--- config.mk ---
export PLATFORM = sky130hd
export DESIGN_NAME = recovery_retry_sequencer
export DESIGN_NICKNAME = d
export VERILOG_FILES = /design/src/rtl/recovery_retry_sequencer.sv
export SDC_FILE = /design/constraint.sdc
export NUM_CORES = 1
export LEC_CHECK = 0
export CAP_MARGIN = 25
export CORE_ASPECT_RATIO = 1.5
export CORE_MARGIN = 2
export CORE_UTILIZATION = 25
export CTS_CLUSTER_DIAMETER = 60
export DETAILED_ROUTE_END_ITERATION = 12
export GPL_ROUTABILITY_DRIVEN = 0
export PLACE_DENSITY_LB_ADDON = 0.12
export SLEW_MARGIN = 5
export SYNTH_ARGS = -nofsm -noshare
export SYNTH_HDL_FRONTEND = slang
export SYNTH_SLANG_ARGS = --single-unit
export TNS_END_PERCENT = 30
--- constraint.sdc ---
create_clock -name clk -period 2.1 [get_ports clk]
set_input_delay 0.63 -clock clk [delete_from_list [all_inputs] [get_ports clk]]
set_output_delay 0.63 -clock clk [all_outputs]
set_load 0.01 [all_outputs]
--- src/rtl/recovery_retry_sequencer.sv ---
// Checkpoint/rollback sequencer: freeze, drain, restore the checkpoint PC, and retry under a bounded budget; halts on critical faults.
// Outputs are registered from next state, so freeze follows a fault by one cycle. The restore pulse arrives DRAIN_CYCLES+1 cycles after the fault.
module recovery_retry_sequencer #(
   parameter int unsigned MAX_RETRIES  = 3,
   parameter int unsigned DRAIN_CYCLES = 2,
   parameter int unsigned RETRY_WINDOW = 16,
   parameter logic [31:0] RESET_PC     = 32'h0,
   localparam int unsigned RCW = (MAX_RETRIES > 0) ? $clog2(MAX_RETRIES + 1) : 1,
   localparam int unsigned DCW = (DRAIN_CYCLES > 1) ? $clog2(DRAIN_CYCLES) : 1,
   localparam int unsigned WCW = (RETRY_WINDOW > 1) ? $clog2(RETRY_WINDOW) : 1
) (
   input  logic           clk,
   input  logic           reset,
   input  logic           minor_fault,
   input  logic           critical_fault,
   input  logic           commit_valid,
   input  logic [31:0]    commit_pc,
   output logic           freeze,
   output logic           flush,
   output logic           pc_restore_valid,
   output logic [31:0]    pc_restore,
   output logic           retry_active,
   output logic           halted,
   output logic [RCW-1:0] retry_count,
   output logic [15:0]    fault_count,
   output logic [2:0]     fsm_state
);

   typedef enum logic [2:0] {
      IDLE    = 3'd0,
      DRAIN   = 3'd1,
      RESTORE = 3'd2,
      RETRY   = 3'd3,
      HALT    = 3'd4
   } state_t;

   state_t         state_q, state_d;
   logic [DCW-1:0] drain_q, drain_d;
   logic [WCW-1:0] win_q, win_d;
   logic [RCW-1:0] rc_q, rc_d;
   logic [31:0]    ckpt_q, ckpt_d;
   logic [15:0]    fc_q, fc_d;
   logic           fc_inc;
   logic           fail;
   logic           freeze_q, flush_q, pcrv_q, retry_active_q, halted_q;

   always_comb begin
      state_d = state_q;
      drain_d = drain_q;
      win_d   = win_q;
      rc_d    = rc_q;
      ckpt_d  = ckpt_q;
      fc_inc  = 1'b0;
      fail    = 1'b0;
      case (state_q)
         IDLE: begin
            if (critical_fault) begin
               state_d = HALT;
               fc_inc  = 1'b1;
            end else if (minor_fault) begin
               fc_inc = 1'b1;
               if (MAX_RETRIES == 0) begin
                  state_d = HALT;
               end else begin
                  state_d = DRAIN;
                  drain_d = '0;
               end
            end else if (commit_valid) begin
               ckpt_d = commit_pc;
            end
         end
         DRAIN: begin
            if (critical_fault) begin
               state_d = HALT;
               fc_inc  = 1'b1;
            end else if (drain_q == DCW'(DRAIN_CYCLES - 1)) begin
               state_d = RESTORE;
            end else begin
               drain_d = drain_q + DCW'(1);
            end
         end
         RESTORE: begin
            rc_d  = rc_q + RCW'(1);
            win_d = '0;
            if (critical_fault) begin
               state_d = HALT;
               fc_inc  = 1'b1;
            end else begin
               state_d = RETRY;
            end
         end
         RETRY: begin
            if (critical_fault) begin
               state_d = HALT;
               fc_inc  = 1'b1;
            end else if (minor_fault) begin
               fc_inc = 1'b1;
               fail   = 1'b1;
            end else if (commit_valid && (commit_pc == ckpt_q)) begin
               state_d = IDLE;
               rc_d    = '0;
            end else if (win_q == WCW'(RETRY_WINDOW - 1)) begin
               fail = 1'b1;
            end else begin
               win_d = win_q + WCW'(1);
            end
            // A failed attempt either spends another retry or exhausts the budget.
            if (fail) begin
               if (rc_q == RCW'(MAX_RETRIES)) begin
                  state_d = HALT;
               end else begin
                  state_d = DRAIN;
                  drain_d = '0;
               end
            end
         end
         HALT:    state_d = HALT;
         default: state_d = IDLE;
      endcase
      fc_d = (fc_inc && (fc_q != 16'hFFFF)) ? fc_q + 16'd1 : fc_q;
   end

   always_ff @(posedge clk) begin
      if (!reset) begin
         state_q        <= IDLE;
         drain_q        <= '0;
         win_q          <= '0;
         rc_q           <= '0;
         ckpt_q         <= RESET_PC;
         fc_q           <= '0;
         freeze_q       <= 1'b0;
         flush_q        <= 1'b0;
         pcrv_q         <= 1'b0;
         retry_active_q <= 1'b0;
         halted_q       <= 1'b0;
      end else begin
         state_q        <= state_d;
         drain_q        <= drain_d;
         win_q          <= win_d;
         rc_q           <= rc_d;
         ckpt_q         <= ckpt_d;
         fc_q           <= fc_d;
         freeze_q       <= (state_d == DRAIN) || (state_d == RESTORE) || (state_d == HALT);
         flush_q        <= (state_d == DRAIN) && (state_q != DRAIN);
         pcrv_q         <= (state_d == RESTORE);
         retry_active_q <= (state_d == RETRY);
         halted_q       <= (state_d == HALT);
      end
   end

   assign freeze           = freeze_q;
   assign flush            = flush_q;
   assign pc_restore_valid = pcrv_q;
   assign pc_restore       = ckpt_q;
   assign retry_active     = retry_active_q;
   assign halted           = halted_q;
   assign retry_count      = rc_q;
   assign fault_count      = fc_q;
   assign fsm_state        = state_q;

endmodule

==> results of run 1 <==
==> worst max-delay path: stages (launching register included) <==
cell,delay [ns]
sky130_fd_sc_hd__dfxtp_2,0.38
sky130_fd_sc_hd__buf_6,0.15
sky130_fd_sc_hd__clkdlybuf4s50_1,0.54
==> cell type report <==
cell class / count / share of cell area, %
Inverter: 4 / 0.313
Tap cell: 150 / 3.91
Clock inverter: 5 / 2.16
Clock buffer: 11 / 5.27
Sequential cell: 63 / 26.5
Multi-Input combinational cell: 273 / 36.7
Timing Repair Buffer: 126 / 25.2
==> Yosys cell counts, types with 2 or more instances <==
| master | instances | area [um2] |
|---|---|---|
| sky130_fd_sc_hd__a31oi_1 | 4 | 25.0 |
| sky130_fd_sc_hd__ha_1 | 3 | 37.5 |
| sky130_fd_sc_hd__nand3_1 | 6 | 30.0 |
| sky130_fd_sc_hd__nand3b_1 | 3 | 22.5 |
| sky130_fd_sc_hd__or3_1 | 4 | 25.0 |
| sky130_fd_sc_hd__nor3_1 | 7 | 35.0 |
| sky130_fd_sc_hd__a211oi_1 | 2 | 15.0 |
| sky130_fd_sc_hd__o21ai_0 | 10 | 50.1 |
| sky130_fd_sc_hd__xor2_1 | 14 | 123 |
| sky130_fd_sc_hd__nand4_1 | 11 | 68.8 |
| sky130_fd_sc_hd__dfxtp_1 | 63 | 1260 |
| sky130_fd_sc_hd__a21oi_1 | 43 | 215 |
| sky130_fd_sc_hd__xnor2_1 | 30 | 263 |
| sky130_fd_sc_hd__nand2_1 | 71 | 267 |
| sky130_fd_sc_hd__or2b_1 | 2 | 15.0 |
| sky130_fd_sc_hd__nor4_1 | 3 | 18.8 |
| sky130_fd_sc_hd__inv_1 | 3 | 11.3 |
| sky130_fd_sc_hd__and3_1 | 3 | 18.8 |
| sky130_fd_sc_hd__clkbuf_1 | 15 | 56.3 |
| sky130_fd_sc_hd__nor2b_1 | 2 | 12.5 |
| sky130_fd_sc_hd__nor2_1 | 29 | 109 |
==> per-layer routing <==
layer,vias up,track usage (%)
met5,-,0
met4,0,6.94
met3,10,3.23
met2,59,25.4
met1,1359,15.8
li1,1464,-
==> worst max-delay path by stage <==
stage	start	to	slack [ns]	depth (start not counted)
after floorplan	critical_fault	fault_count[15]	0.005	7
after CTS	commit_pc[15]	win_q[0]	-0.03	10
after global routing	commit_pc[3]	win_q[0]	-0.02	10
after detailed placement	commit_pc[3]	pc_restore_valid	-0.69	9
after global placement	commit_pc[3]	pc_restore_valid	-0.64	9
final	fsm_state[0]	fsm_state[0]	0.07	2
==> repair_timing <==
item / in CTS / in global routing
setup buffers: 0 / 0
pin swaps: 13 / 27
cloned: 0 / 0
endpoints found under the setup margin: 21 / 19
resized for setup: 40 / 63
==> state kept, by name, indices dropped and copies added (netlist names), 2 cells and up <==
register     flops
fault_count     16
pc_restore      32
fsm_state        3
win_q            4
retry_count      2
==> through the flow <==
step | cell area [um2] | total power (W) | std cells | util [%] | TNS [ns]
after floorplan | 2980 | 0.00145 | 357 | - | 0
after global placement | 4310 | 0.00168 | 616 | 37.3 | -15.15
after detailed placement | 4310 | 0.00168 | 616 | 37.3 | -15.43
after CTS | 4690 | 0.00346 | 632 | 40.7 | -0.0415
after global routing | 4800 | 0.00356 | 632 | 41.6 | -0.0161
final | 4800 | 0.00342 | 632 | 41.6 | 0
==> power groups by stage <==
stage	Sequential [W]	Combinational, W	Clock (W)
floorplan	0.00130	0.000153	0
global placement	0.00128	0.000394	0
detailed placement	0.00129	0.000396	0
CTS	0.00126	0.000386	0.00182
global route	0.00127	0.000430	0.00186
finish	0.00126	0.000394	0.00176
==> logic make-up (layout without fill, tap and decap cells) <==
logic type | Yosys count | in the layout | synth area share [%]
DFF | 63 | 63 | 42.4
muxes | 1 | 1 | 0.337
and+or+nand+nor | 156 | 156 | 26.6
buffers and inverters | 21 | 146 | 3.03
xor gates and xnor gates | 44 | 44 | 13.0
adders and majority gates | 3 | 3 | 1.26
AOI/OAI and AO/OA | 69 | 69 | 13.4
==> summary.txt, run 1 <==
Minimum hold slack: 0.481 ns
Inserted Clock Buffers: 9
Clock Power Share: 51.6%
Crit path required time: 1.47 ns
Final #Nets: 517
Worst min-delay path startpoint: pc_restore[6]
Maximum net fanout on the critical path: 9
Relative contribution of combinational cells to total power: 11.5%
Area growth from synthesis to layout: 61.3%
Worst clock skew on the final layout: 0.00456 ns
Power dissipated by switching net loads: 0.000757 W
Area of the placeable core: 11500 um2
Grt total ovfl: 0
Worst Setup Start Kind: flop
Cell-internal power: 0.00267 W
First-pass GRT wire length: 13900 um
Startpoint-to-endpoint class of the critical path: reg -> out
Net count after synthesis: 397
Half-perimeter wire length after detailed placement: 6530 um
Unrepaired setup endpoints after global routing: true
Number of levels the H-tree was split into: 3
Fill cell total of the finished layout: 1197
I/O pins: 95
Run status: finished, final reports clean
Flop and latch count out of synthesis: 63
Portion of the clock cycle consumed by the worst path in the final layout: 96.8%
Hold Path Cell Cnt: 2
Worst hold path class: reg -> reg
Die ar.: 12800 um2
Effective utilization at floorplan: 25.8%
Max-Slew Margin vs Limit: 71.9%
Total routed wirelength: 8940 um
Cell Area, Synth: 2970 um2
Critical register-to-register path endpoint: fault_count[15]
Sequential cell area: 1270 um2
CTS Root Buffer Type: sky130_fd_sc_hd__clkbuf_16
Terminating pin of the worst hold path: pc_restore[6]
Number of vias after detailed routing: 2892
Placement row count: 48
Routed WL per cell: 14.1 um
Type of destination of the critical path: output port
Share of final-layout standard cells stronger than drive strength 1: 19.9%
Sink count of the clock tree: 63
Uppermost layer routed: met4
Number of flops mapped to enable cells by yosys: 0
Reported max-cap violation count: 0
Number of global-route vias before repair: 2830
Antenna diode count: 0
Slew Limit Fails: 0
Final setup fails: 0
Power per cell area: 713 nW/um2
Drt first pass iters: 4
Register share of total power: 36.9%
Count of yosys warnings during synthesis: 0
Drt drc: 0
Initial DRC Count: 77
Startpoint of the worst register-to-register path: fsm_state[1]
Buffers from clock root to sink, at most: 2
Count of input and output buffers: 94
Multi-input gate area in the final layout: 1760 um2
Max Clock Freq: 492 MHz
Worst-Skew Late Latency: 0.33 ns
Met1 wire length: 3750 um
Detailed route wirelength on metal2: 4660 um
Proportion of synthesized flip-flops having asynchronous set or reset: 0%
Antenna violations before repair: 0
Total met3 wirelength after detailed routing: 360 um
Depth of the most critical reg-to-reg path: 7
Clock slew at the register clock pins of the worst setup and hold paths: 0.05 ns
Fraction of the yosys area taken by sequential cells: 42.4%
Leak Pwr: 1.84 nW
Number of nets with antenna violations after detailed routing: 0
Slew @ Worst Pin: 0.416 ns
Number of hold violations in the final report: 0
Fin worst setup slack: 0.0669 ns
Detailed-route vias per instance: 4.58
Synthesized instance count: 357
Worst ir drop on vdd: 0.000342 V
Horizontal die dimension: 93.1 um
Die span in y: 138 um
Commonest cells after routing, fill and taps aside: sky130_fd_sc_hd__nand2_1 (71), sky130_fd_sc_hd__clkdlybuf4s50_1 (60), sky130_fd_sc_hd__dfxtp_1 (56), sky130_fd_sc_hd__a21oi_1 (42), sky130_fd_sc_hd__nor2_1 (29)
Dominant register cell in the synthesized netlist: sky130_fd_sc_hd__dfxtp_1
CTS tree: yes
Most common library cell in the layout ignoring fill and taps: sky130_fd_sc_hd__nand2_1
Worst reg2reg setup slack: 0.16 ns
Avg Inst Size Synth: 8.33 um2
Arrival time at the worst endpoint: 1.40 ns
Cts hold-fix bufs: 0
Pin count of the biggest net entering global routing: 43
Minimum setup slack after placement: -0.689 ns
Proportion of total power due to net switching: 22.1%
Synth cell types: 50
Shortest clock period the worst path allows after layout: 2.03 ns
Overall fraction of global-route tracks in use: 14.2%
Note: power is estimated with default switching activity, not from simulation.
==> inputs of run 2 (changes only) <==
==> constraint.sdc (replaced) <==
create_clock -name clk -period 2.1 [get_ports clk]
set_input_delay 0.63 -clock clk [delete_from_list [all_inputs] [get_ports clk]]
set_output_delay 0.63 -clock clk [all_outputs]
set_load 0.02 [all_outputs]
==> run 2 against run 1 <==
Clock skew increased by 0.0022 ns. Sequential share of layout area increased by 0.60 points. Flip-flop and latch count unchanged. Count of clock-buffer cells in the layout increased by 2. Power decreased by 6.5%. Non-clock buffer count increased by 1. Highest routed layer unchanged. Via count increased by 0.62%. Maximum frequency decreased by 0.94%. Register-to-register slack about the same. Sequential power about the same. Global-route usage increased by 0.15 points.
==> summary.txt, run 2 (synthesis gave the netlist of run 1 again) <==
CTS tree: yes
Initial DRC Count: 76
Setup_tns: 0 ns
Portion of the clock cycle consumed by the worst path in the final layout: 97.7%
Buffers from clock root to sink, at most: 2
Worst Setup Start Kind: flop
Number of nets with antenna violations after detailed routing: 0
CTS Root Buffer Type: sky130_fd_sc_hd__clkbuf_16
Final setup fails: 0
Slew Limit Fails: 0
Drt first pass iters: 6
Number of global-route vias before repair: 2909
Run status: finished, final reports clean
Kind of cell adding the most delay to the critical path: buffers and inverters
Number of hold violations in the final report: 0
Half-perimeter wire length after detailed placement: 6290 um
Combined buffer and inverter count along the critical path: 1
Max-Slew Margin vs Limit: 73.8%
Total routed wirelength: 8850 um
Shortest clock period the worst path allows after layout: 2.05 ns
Clock slew at the register clock pins of the worst setup and hold paths: 0.05 ns
Placement row count: 48
Sink count of the clock tree: 63
Slowest stage cell on the critical path: sky130_fd_sc_hd__clkdlybuf4s50_1
Grt total ovfl: 0
Minimum hold slack: 0.480 ns
Worst hold path class: reg -> reg
Maximum net fanout on the critical path: 5
Inserted Clock Buffers: 9
Antenna diode count: 0
Slew @ Worst Pin: 0.390 ns
Power per cell area: 686 nW/um2
Die ar.: 12800 um2
Worst ir drop on vdd: 0.000370 V
Arrival time at the worst endpoint: 1.42 ns
Max FFs per register: 32
Cts hold-fix bufs: 0
Detailed-route vias per instance: 4.60
Share of final-layout standard cells stronger than drive strength 1: 22.4%
Leak Pwr: 1.83 nW
Area growth from synthesis to layout: 56.9%
Horizontal die dimension: 93.1 um
CP cell instances: clkdlybuf4s50_1
Drt drc: 0
Reported max-cap violation count: 0
Pin count of the biggest net entering global routing: 55
Commonest cells after routing, fill and taps aside: sky130_fd_sc_hd__nand2_1 (70), sky130_fd_sc_hd__dfxtp_1 (61), sky130_fd_sc_hd__clkdlybuf4s50_1 (56), sky130_fd_sc_hd__a21oi_1 (42), sky130_fd_sc_hd__nor2_1 (28)
Die span in y: 138 um
Antenna violations before repair: 0
Area of the placeable core: 11500 um2
Type of destination of the critical path: output port
First-pass GRT wire length: 14300 um
Most common library cell in the layout ignoring fill and taps: sky130_fd_sc_hd__nand2_1
Max Clock Freq: 487 MHz
Highest cell delay on the worst timing path: 0.65 ns
Startpoint-to-endpoint class of the critical path: reg -> out
Worst clock skew on the final layout: 0.00677 ns
Overall fraction of global-route tracks in use: 14.4%
Number of levels the H-tree was split into: 3
Routed WL per cell: 14.0 um
Effective utilization at floorplan: 25.8%
Crit path required time: 1.47 ns
Count of input and output buffers: 94
Final #Nets: 518
Worst-Skew Late Latency: 0.33 ns
Number of vias after detailed routing: 2910
I/O pins: 95
==> run 2: routing by layer <==
metal,vias to the layer above,part of all wire [%],GRT usage [%]
met5,-,0,0
met4,0,2.8,7.19
met3,17,5.1,3.45
met2,79,51,25.5
met1,1345,41,15.9
li1,1469,-,-
==> run 2: path summary, 6_finish.rpt <==
check,startpoint,cells past startpoint,to,slack [ns]
hold reg to reg,pc_restore[2],2,pc_restore[2],0.48
setup / recovery,fault_count[7],1,fault_count[7],0.05
setup reg to reg,pc_restore[10],8,freeze,0.17
hold / removal,pc_restore[2],2,pc_restore[2],0.48
==> run 2: report_power, final <==
part	leakage (nW)	internal, W	switching [W]
combinational	1.16	0.000201	0.000210
sequential	0.511	0.00123	0.0000318
clock	0.156	0.00101	0.000515
==> run 2: metrics by stage <==
step | total power, W | cell area [um2] | utilization (%) | cells | worst slack (ns)
2_1_floorplan | 0.00147 | 2980 | - | 357 | 0.0574
5_1_grt | 0.00335 | 4670 | 40.5 | 633 | -0.00664
3_3_place_gp | 0.00171 | 4300 | 37.3 | 615 | -0.643
6_report | 0.00320 | 4670 | 40.5 | 633 | 0.0475
3_5_place_dp | 0.00171 | 4300 | 37.3 | 615 | -0.648
4_1_cts | 0.00325 | 4640 | 40.2 | 632 | 0.00335
==> run 2: layout make-up <==
class | count | area, um2
inverter | 4 | 15.0
timing repair buffer | 127 | 1110
multi-input combinational | 273 | 1780
fill | 1219 | 6860
tap | 150 | 188
sequential | 63 | 1260
clock inverter | 3 | 40.0
clock buffer | 13 | 270
==> run 2: repair_timing <==
item	in CTS	in global routing
resized for setup	46	79
endpoints found under the setup margin	18	19
endpoints found under the hold margin	0	0
setup buffers	1	1
pin swaps	18	41
==> inputs of run 3 (changes only) <==
--- a/config.mk
+++ b/config.mk
@@ -11,7 +11,6 @@
 export CORE_UTILIZATION = 25
 export CTS_CLUSTER_DIAMETER = 60
 export DETAILED_ROUTE_END_ITERATION = 12
-export GPL_ROUTABILITY_DRIVEN = 0
 export PLACE_DENSITY_LB_ADDON = 0.12
 export SLEW_MARGIN = 5
 export SYNTH_ARGS = -nofsm -noshare
==> results of run 3 <==
Final layout, timing and power as in run 2 (identical DEF).
